### src/rtl/hex_display_arbiter_if.sv
// Display-arbiter bus: four requesters in, one owner and its value out.
// master is the requester side, slave is the arbiter.
interface hex_display_arbiter_if;
  logic [3:0]  req;
  logic [15:0] data_0;
  logic [15:0] data_1;
  logic [15:0] data_2;
  logic [15:0] data_3;
  logic        lock;
  logic [3:0]  grant;
  logic [1:0]  sel;
  logic        active;
  logic [15:0] out;

  modport master (
    output req,
    output data_0,
    output data_1,
    output data_2,
    output data_3,
    output lock,
    input  grant,
    input  sel,
    input  active,
    input  out
  );

  modport slave (
    input  req,
    input  data_0,
    input  data_1,
    input  data_2,
    input  data_3,
    input  lock,
    output grant,
    output sel,
    output active,
    output out
  );
endinterface

### src/rtl/hex_display_arbiter.sv
// Round-robin time-share of the 4-digit hex display between four requesters,
// with a per-grant dwell time and a lock that pins the current owner.
module hex_display_arbiter #(
  parameter int DWELL = 50000000,
  parameter int CW    = 26
) (
  input logic                  clk,
  input logic                  rst,
  hex_display_arbiter_if.slave bus
);

  typedef enum logic {
    IDLE,
    SHOW
  } state_e;

  localparam logic [CW-1:0] LAST = CW'(DWELL - 1);

  state_e        state_q, state_d;
  logic [1:0]    ptr_q, ptr_d;
  logic [1:0]    sel_q, sel_d;
  logic [3:0]    grant_q, grant_d;
  logic          active_q, active_d;
  logic [15:0]   out_q, out_d;
  logic [CW-1:0] cnt_q, cnt_d;

  logic [15:0] data_a [4];
  logic [1:0]  base;
  logic [1:0]  win;
  logic [1:0]  cand;
  logic        expire;

  always_comb begin
    data_a[0] = bus.data_0;
    data_a[1] = bus.data_1;
    data_a[2] = bus.data_2;
    data_a[3] = bus.data_3;
  end

  assign base   = (state_q == IDLE) ? ptr_q : sel_q;
  assign expire = (cnt_q == LAST);

  // Walk the order base+4 .. base+1 so the nearest requester after base wins.
  always_comb begin
    win  = base;
    cand = base;
    for (int k = 4; k >= 1; k--) begin
      cand = base + k[1:0];
      if (bus.req[cand]) begin
        win = cand;
      end
    end
  end

  always_comb begin
    state_d  = state_q;
    ptr_d    = ptr_q;
    sel_d    = sel_q;
    grant_d  = grant_q;
    active_d = active_q;
    out_d    = out_q;
    cnt_d    = cnt_q;
    case (state_q)
      IDLE: begin
        if (|bus.req) begin
          state_d  = SHOW;
          grant_d  = 4'b0001 << win;
          sel_d    = win;
          out_d    = data_a[win];
          cnt_d    = '0;
          active_d = 1'b1;
        end
      end
      SHOW: begin
        if (!bus.req[sel_q]) begin
          state_d  = IDLE;
          grant_d  = 4'b0000;
          active_d = 1'b0;
          ptr_d    = sel_q;
        end else if (expire && !bus.lock) begin
          grant_d = 4'b0001 << win;
          sel_d   = win;
          out_d   = data_a[win];
          cnt_d   = '0;
        end else if (expire) begin
          cnt_d = '0;
        end else begin
          cnt_d = cnt_q + CW'(1);
          out_d = data_a[sel_q];
        end
      end
      default: begin
        state_d = IDLE;
      end
    endcase
  end

  always_ff @(posedge clk) begin
    if (rst) begin
      state_q  <= IDLE;
      ptr_q    <= 2'd3;
      sel_q    <= 2'd0;
      grant_q  <= 4'b0000;
      active_q <= 1'b0;
      out_q    <= 16'h0000;
      cnt_q    <= '0;
    end else begin
      state_q  <= state_d;
      ptr_q    <= ptr_d;
      sel_q    <= sel_d;
      grant_q  <= grant_d;
      active_q <= active_d;
      out_q    <= out_d;
      cnt_q    <= cnt_d;
    end
  end

  assign bus.grant  = grant_q;
  assign bus.sel    = sel_q;
  assign bus.active = active_q;
  assign bus.out    = out_q;

endmodule
### src/flat_wrapper.sv
// flat-port wrapper written by rule: the top's interface ports become plain ports
module hex_display_arbiter_flat 
#(
  parameter int DWELL = 50000000,
  parameter int CW    = 26
)
  (clk, rst, bus_req, bus_data_0, bus_data_1, bus_data_2, bus_data_3, bus_lock, bus_grant, bus_sel, bus_active, bus_out);
  hex_display_arbiter_if bus_i ();
  input logic clk;
  input logic rst;
  input wire logic [$bits(bus_i.req)-1:0] bus_req;
  input wire logic [$bits(bus_i.data_0)-1:0] bus_data_0;
  input wire logic [$bits(bus_i.data_1)-1:0] bus_data_1;
  input wire logic [$bits(bus_i.data_2)-1:0] bus_data_2;
  input wire logic [$bits(bus_i.data_3)-1:0] bus_data_3;
  input wire logic [$bits(bus_i.lock)-1:0] bus_lock;
  output wire logic [$bits(bus_i.grant)-1:0] bus_grant;
  output wire logic [$bits(bus_i.sel)-1:0] bus_sel;
  output wire logic [$bits(bus_i.active)-1:0] bus_active;
  output wire logic [$bits(bus_i.out)-1:0] bus_out;
  assign bus_i.req = bus_req;
  assign bus_i.data_0 = bus_data_0;
  assign bus_i.data_1 = bus_data_1;
  assign bus_i.data_2 = bus_data_2;
  assign bus_i.data_3 = bus_data_3;
  assign bus_i.lock = bus_lock;
  assign bus_grant = bus_i.grant;
  assign bus_sel = bus_i.sel;
  assign bus_active = bus_i.active;
  assign bus_out = bus_i.out;
  hex_display_arbiter #(.DWELL(DWELL), .CW(CW)) u_core (.clk(clk), .rst(rst), .bus(bus_i));
endmodule
### config.mk
export PLATFORM = sky130hd
export DESIGN_NAME = hex_display_arbiter_flat
export DESIGN_NICKNAME = d
export VERILOG_FILES = /design/src/rtl/hex_display_arbiter_if.sv /design/src/rtl/hex_display_arbiter.sv /design/src/flat_wrapper.sv
export SDC_FILE = /design/constraint.sdc
export NUM_CORES = 1
export LEC_CHECK = 0
export ABC_AREA = 1
export CORE_MARGIN = 10
export CORE_UTILIZATION = 45
export CTS_CLUSTER_SIZE = 24
export DETAILED_ROUTE_END_ITERATION = 8
export PLACE_DENSITY = 0.74
export SLEW_MARGIN = 40
export SYNTH_ARGS = -nofsm -noshare
export SYNTH_HDL_FRONTEND = slang
export SYNTH_SLANG_ARGS = --single-unit
### constraint.sdc
create_clock -name clk -period 2.8 [get_ports clk]
set_input_delay 0.56 -clock clk [delete_from_list [all_inputs] [get_ports clk]]
set_output_delay 0.56 -clock clk [all_outputs]
set_load 0.01 [all_outputs]
* After elaboration in Yosys (flattened, before gate mapping) *
Cells that the tools add are included.

word-level totals
  register bits = 52
  bits in latches = 0
  RAM bits = 0
  ROM bits = 0
  input port bits = 71
  output and inout port bits = 23
  memories = 0

cells by class
  add/sub/neg operators = 4
  multipliers = 0
  divide/modulo/power cells = 0
  magnitude comparators = 6
  eq/ne operators = 7
  shift operators = 1
  muxes and demuxes = 42
  bitwise operators = 4
  reductions and logical operators = 9

operators with widths
  operator               count
  $mux 16                8
  $mux 26                4
  $bmux 16 s2            2
  $pmux 26 s2            1
  $pmux 16 s2            1
  $add 26x1->26 const B  1
  $eq 26x26->1 const B   1
  $mux 2                 7
  $lt 2x3->1 const B     4
  $mux 4                 3
  $bmux 1 s2             4
  $mux 1                 8
  $ne 2x2->1 const B     4
  $pmux 4 s2             1
  $reduce_and 2->1       4
  $ge 3x3->1 const B     2
  $ne 3x3->1 const B     2
  $not 2->3              2
  $reduce_and 3->1       2
  $add 2x2->2 const B    2
  $pmux 1 s2             2
  $pmux 2 s2             1
  $reduce_or 4->1        1
  $shl 1x2->4 const A    1
  other kinds (4)        5

* Longest topological paths before layout *
  word-level depth = 14
  gate-level depth with buffers = 17

* Worst setup path before layout *
Ideal clock, no wire load.

  path kind = reg2reg
  start = register u_core.cnt_q[0]
  end = register u_core.out_q[12], in the netlist u_core.bus.out[12]
  arrival = 1.787 ns
  required time = 2.681 ns
  slack = 0.893 ns
  stages on the path, launching flop included = 12
  path buffers = 1
  cell sequence = dfxtp_1 > ha_1 > nand2_1 > nor2_1 > nand2_1 > nor2_1 > nand4_1 > o21ai_1 > clkbuf_1 > o21ai_0 > inv_1 > a21oi_1

on the way
  cells in the longest elaborated chain, start to end = 5
  elaborated cells on any way between the ends = 7

RTL lines
  item                    RTL line                    text
  from (decl)             hex_display_arbiter.sv:25   logic [CW-1:0] cnt_q, cnt_d;
  from (signal assigned)  hex_display_arbiter.sv:114  cnt_q <= cnt_d;
  $eq 26x26->1 *          hex_display_arbiter.sv:41   assign expire = (cnt_q == LAST);
  $logic_and 1x1->1       hex_display_arbiter.sv:80   end else if (expire && !bus.lock) begin
  $mux 16                 hex_display_arbiter.sv:80
  $mux 16                 hex_display_arbiter.sv:75   if (!bus.req[sel_q]) begin
  $pmux 16 s2             hex_display_arbiter.sv:63   case (state_q)
  to (signal assigned)    hex_display_arbiter.sv:113  out_q <= out_d;
  to (decl)               hex_display_arbiter.sv:24   logic [15:0] out_q, out_d;

Every way passes the cells marked *; elsewhere a longest branch is shown, timed or not. The select of a mux whose other input is x is not followed.
A chain may end at the register's enable or synchronous reset.

* Worst setup path in the final report *
  start = register u_core.state_q
  end = register u_core.out_q[12], in the netlist u_core.bus.out[12]

on the way
  cells in the longest elaborated chain, start to end = 14
  elaborated cells on any way between the ends = 26

RTL lines
  item                                        RTL line                                              text
  from (decl)                                 hex_display_arbiter.sv:19                             state_e state_q, state_d;
  from (signal assigned)                      hex_display_arbiter.sv:108                            state_q <= state_d;
  $mux 2                                      hex_display_arbiter.sv:40                             assign base = (state_q == IDLE) ? ptr_q : sel_q;
  $add 2x2->2                                 hex_display_arbiter.sv:48                             cand = base + k[1:0];
  $bmux 1 s2                                  hex_display_arbiter.sv:49                             if (bus.req[cand]) begin
  $mux 1 (not written as such)                hex_display_arbiter.sv:49
  $mux 2 (3 in a row)                         hex_display_arbiter.sv:49
  $not 2->3 (not written as such)             hex_display_arbiter.sv:69, hex_display_arbiter.sv:83
  $bmux 16 s2                                 hex_display_arbiter.sv:69, hex_display_arbiter.sv:83
  $mux 16 (not written as such) (2 in a row)  hex_display_arbiter.sv:69, hex_display_arbiter.sv:83
  $mux 16                                     hex_display_arbiter.sv:80
  $mux 16                                     hex_display_arbiter.sv:75
  $pmux 16 s2                                 hex_display_arbiter.sv:63

Several ways; a longest one is shown, not always the timed one. The select of a mux whose other input is x is not followed.

==> summary by stage <==
Layout
The repair_antennas step left the layout with diodes totalling 0. In the final layout, the share of cells above drive strength 1 is under 10%. The area overhead of the layout relative to synthesis is 27.53%.

The number of nets at the end of the flow is between 700 and 800. Leaving out filler cells and counting taps, the final layout contains 821. The design area is between 0.004 and 0.005 sq mm.

Route
The final routed wirelength across all metal layers is 13140 um. The routed wire length per instance is 16.00 um. The remaining number of nets flagged by the antenna check after routing is 0. The total number of vias is ~4600.

The number of violations reported at the end of detailed-routing iteration 0 is about 460. For this run, design rule violations remaining after detail routing come to 0. After detailed routing, the number of vias per cell comes to approximately 5.6.

The iteration count of the initial detailed-routing pass is 5.

Timing
Dividing the final minimum period by the clock period gives 88.88%. The final hold slack is 477.0 ps. Summed over all failing endpoints, the final setup total negative slack is 0 ps. For the finished layout, the period the worst path requires is around 2500 ps. The slew of the pin with the lowest slew margin is around 620 ps.

Clock skew on the completed layout was measured at ~13 ps. Setup violations remaining at the end of the flow were counted as 0. The highest clock rate is 401.8 MHz.

The worst-case headroom to the max-slew limit is between 50 and 60%. Setup repair after global routing left no endpoint under its margin. The count of final max-slew check failures was 0. The hold violation total from the final report is 0.

Setup path
The required time reported for the critical path endpoint is 3030 ps. Data arrives at the worst endpoint at roughly 2700 ps. The critical path class is flip-flop to flip-flop. STA classifies the critical path endpoint as a flip-flop. The worst reg-to-reg setup slack is roughly 310 ps. The endpoint of the most critical register-to-register path is u_core.bus.out[12]$_SDFFE_PP0P_. Of all nets on the critical path, the largest fanout is 30. In this run the critical register-to-register path is launched from u_core.state_q$_SDFF_PP0_. For the worst flop-to-flop path, the logic depth is 15.

The worst setup path is launched from a flip-flop.

Pwr
IR analysis of the VDD net gives a maximum drop of between 0.4 and 0.5 mV. For this design the ratio of total power to cell area is just under 800 mW/mm^2. The power share of the combinational group is roughly two thirds. In this run, flip-flops and latches consume 24.5% of the power. The analysis attributes to cell leakage a power of between 2 and 2.5 nW. Cell internal power was estimated by the tool at about 0.0021 W. The switching share of power is between 40% and 50%. The part of the total power dissipated in the clock network is roughly 10%. The overall power consumption is between 0.003 and 0.004 W. The analysis attributes to net switching a power of between 0.0015 and 0.002 W.

Clocking
The total number of H-tree levels is 2. The post-cts sizing count is 0. The number of setup buffers added after CTS is 0. The clock network latency to the later pin of the worst-skew pair is around 310 ps.

The tree is rooted in a sky130_fd_sc_hd__clkbuf_8. After clock tree synthesis, the clock-pin slew on the worst setup and hold paths is 80 ps. Counting along the longest clock path gives a buffer depth of 2. TritonCTS built the clock tree. The number of hold buffers added after cts is 0.

The clock sink count is between 50 and 60. The CTS buffer count is 5.

Placement
Port buffering added 93 buffers. The placed instances occupy a cell area of just under 0.005 sq mm. The placed cell count is 814. The placed wire-length estimate is about 9500 um.

The congestion estimate from routability-driven global placement came to a little under 0.9.

Flow run
The number of violations of the max-capacitance limit is 0.

Floorplanning
The starting density of the core is between 40% and 50%. In this run the core area contains 33 standard-cell rows. The area enclosed by the die boundary is 0.01284 sq mm. The area of the core region is around 0.0083 sq mm. For this design the top-level I/O count stands at between 90 and 100. The width of the die is around 110 um. The height of the chip is ~110 um.

Global routing
For this run the aggregate overflow at the end of global routing stands at 0. The aggregate global-route resource usage is 19.34%. The initial antenna violation count is 0.

The largest net degree at the start of global routing is 36. The wire length of the first global-routing pass is roughly 21000 um. The number of global-route vias before repair was around 4300.

Outcome
The flow ran to the end, and the final reports show no timing, DRC or antenna violations.

Min path
The capture endpoint of the worst hold path is u_core.bus.grant[2]$_SDFFE_PP0P_. The source of the worst hold timing path is u_core.bus.grant[2]$_SDFFE_PP0P_. The path class of the tightest hold or removal check is flip-flop to flip-flop. Along the worst hold path, the cell count comes to 2.

Logic synthesis
By count the netlist is led by sky130_fd_sc_hd__nand2_1, sky130_fd_sc_hd__nand3_1, sky130_fd_sc_hd__inv_1. After technology mapping, the gate count stands at between 600 and 700. For this run, asynchronously set or reset flops after synthesis account for 0%. For this run, the number of Yosys warnings is 0. The number of unique standard cell types used by synthesis is 42. The number of flip-flops and latches in the synthesized netlist is 52. The synthesized design devotes to its leading area cell type 26.57% of total area.

Counting flops with a built-in enable in the synthesized netlist gives 0. The cell type with the largest total area after synthesis is sky130_fd_sc_hd__dfxtp_1. The cell area after technology mapping is approximately 0.0039 sq mm.

In the post-synthesis netlist, the biggest area contributors are sky130_fd_sc_hd__dfxtp_1, sky130_fd_sc_hd__nand2_1, sky130_fd_sc_hd__nand3_1. Among all flip-flop cells after synthesis, the most frequent one is sky130_fd_sc_hd__dfxtp_1. Sequential elements use between 20% and 30% of the synthesized area.

Averaged over all synthesized cells, the footprint is between 6 and 7 sq um. In the post-synthesis netlist, the cell with the most instances is sky130_fd_sc_hd__nand2_1. When the netlist entered floorplanning its net count stood at 711.
-- worst max-delay path by stage --
stage                                      start                               to  slack [ps]  cells past startpoint
CTS                    u_core.state_q$_SDFF_PP0_  u_core.bus.out[15]$_SDFFE_PP0P_         320                     15
detailed placement                    bus_req[3]    u_core.cnt_q[24]$_SDFFE_PP0P_          80                     14
global placement                      bus_req[3]    u_core.cnt_q[24]$_SDFFE_PP0P_         170                     14
global route           u_core.state_q$_SDFF_PP0_  u_core.bus.out[12]$_SDFFE_PP0P_          40                     15
floorplan           u_core.cnt_q[0]$_SDFFE_PP0P_  u_core.bus.out[12]$_SDFFE_PP0P_         890                     11
finish                 u_core.state_q$_SDFF_PP0_  u_core.bus.out[12]$_SDFFE_PP0P_         310                     15
-- final cells by class --
type                       count  area [sq um]
clock inverter                 1         5.005
multi-input combinational    486          2430
clock buffer                   6         72.57
inverter                      64         242.7
timing repair buffer         107          1074
fill                         783          3344
tap                          105         131.4
sequential                    52          1041
-- placed cells by master (no fill, tap or decap), types with 6 or more instances in the layout --
cell type	count
sky130_fd_sc_hd__nand2_1	166
sky130_fd_sc_hd__o21ai_0	46
sky130_fd_sc_hd__nor2_1	38
sky130_fd_sc_hd__nand2_2	11
sky130_fd_sc_hd__nand3_1	97
sky130_fd_sc_hd__buf_4	11
sky130_fd_sc_hd__inv_1	55
sky130_fd_sc_hd__a32o_1	16
sky130_fd_sc_hd__nand4_1	6
sky130_fd_sc_hd__a21oi_1	54
sky130_fd_sc_hd__dfxtp_1	52
sky130_fd_sc_hd__clkdlybuf4s50_1	93
sky130_fd_sc_hd__nor3_1	15
-- worst max-delay path: stages (launching register included) --
cell and delay, ps:
sky130_fd_sc_hd__dfxtp_1 640, sky130_fd_sc_hd__inv_2 120, sky130_fd_sc_hd__nand2_1 130, sky130_fd_sc_hd__nand2_4 100
sky130_fd_sc_hd__nand2_1 80, sky130_fd_sc_hd__nand2_1 90, sky130_fd_sc_hd__nand2_2 90, sky130_fd_sc_hd__inv_2 60
sky130_fd_sc_hd__nor2_4 130, sky130_fd_sc_hd__nand2_2 80, sky130_fd_sc_hd__nand2_4 90, sky130_fd_sc_hd__buf_4 320
sky130_fd_sc_hd__nand3_1 120, sky130_fd_sc_hd__nand3_1 100, sky130_fd_sc_hd__nand3_1 80, sky130_fd_sc_hd__a21oi_1 150
-- power groups by stage --
| stage | Combinational, W | Sequential, W | Clock, W |
|---|---|---|---|
| after floorplan | 0.00177 | 0.00102 | 0 |
| after CTS | 0.00258 | 0.000976 | 0.000425 |
| after global placement | 0.00252 | 0.000991 | 0 |
| after global routing | 0.00286 | 0.000995 | 0.000448 |
| after detailed placement | 0.00256 | 0.000992 | 0 |
| final | 0.00259 | 0.000976 | 0.000411 |
-- routing by layer --
metal | routed length [um] | up-vias | global-route usage [%]
met5 | 0 | - | 0
met4 | 303 | 0 | 7.530
met3 | 947 | 25 | 3.962
met2 | 6101 | 182 | 30.91
met1 | 5786 | 2114 | 24.85
li1 | - | 2292 | -
-- per-stage QoR --
stage | setup slack [ps] | utilization [%]
2_1_floorplan | 893.5 | -
3_3_place_gp | 168.0 | 58.97
3_5_place_dp | 81.65 | 58.97
4_1_cts | 322.2 | 59.90
5_1_grt | 42.31 | 59.90
6_report | 311.3 | 59.90
-- state kept, by name, indices dropped and copies added (netlist names) --
| name | count |
|---|---|
| u_core.cnt_q | 26 |
| u_core.bus.out | 16 |
| u_core.bus.grant | 4 |
| u_core.bus.sel | 2 |
| u_core.ptr_q | 2 |
| u_core.bus.active | 1 |
| u_core.state_q | 1 |
-- cells by family after synthesis --
family,count (synthesis),synth area share (%)
AOI/OAI and AO/OA,130,19.77
xor gates and xnor gates,6,1.341
DFF,52,26.57
adders and majority gates,1,0.3193
and+or+nand+nor,349,40.50
buffers and inverters,101,11.50
Note: power is estimated with default switching activity, not from simulation.
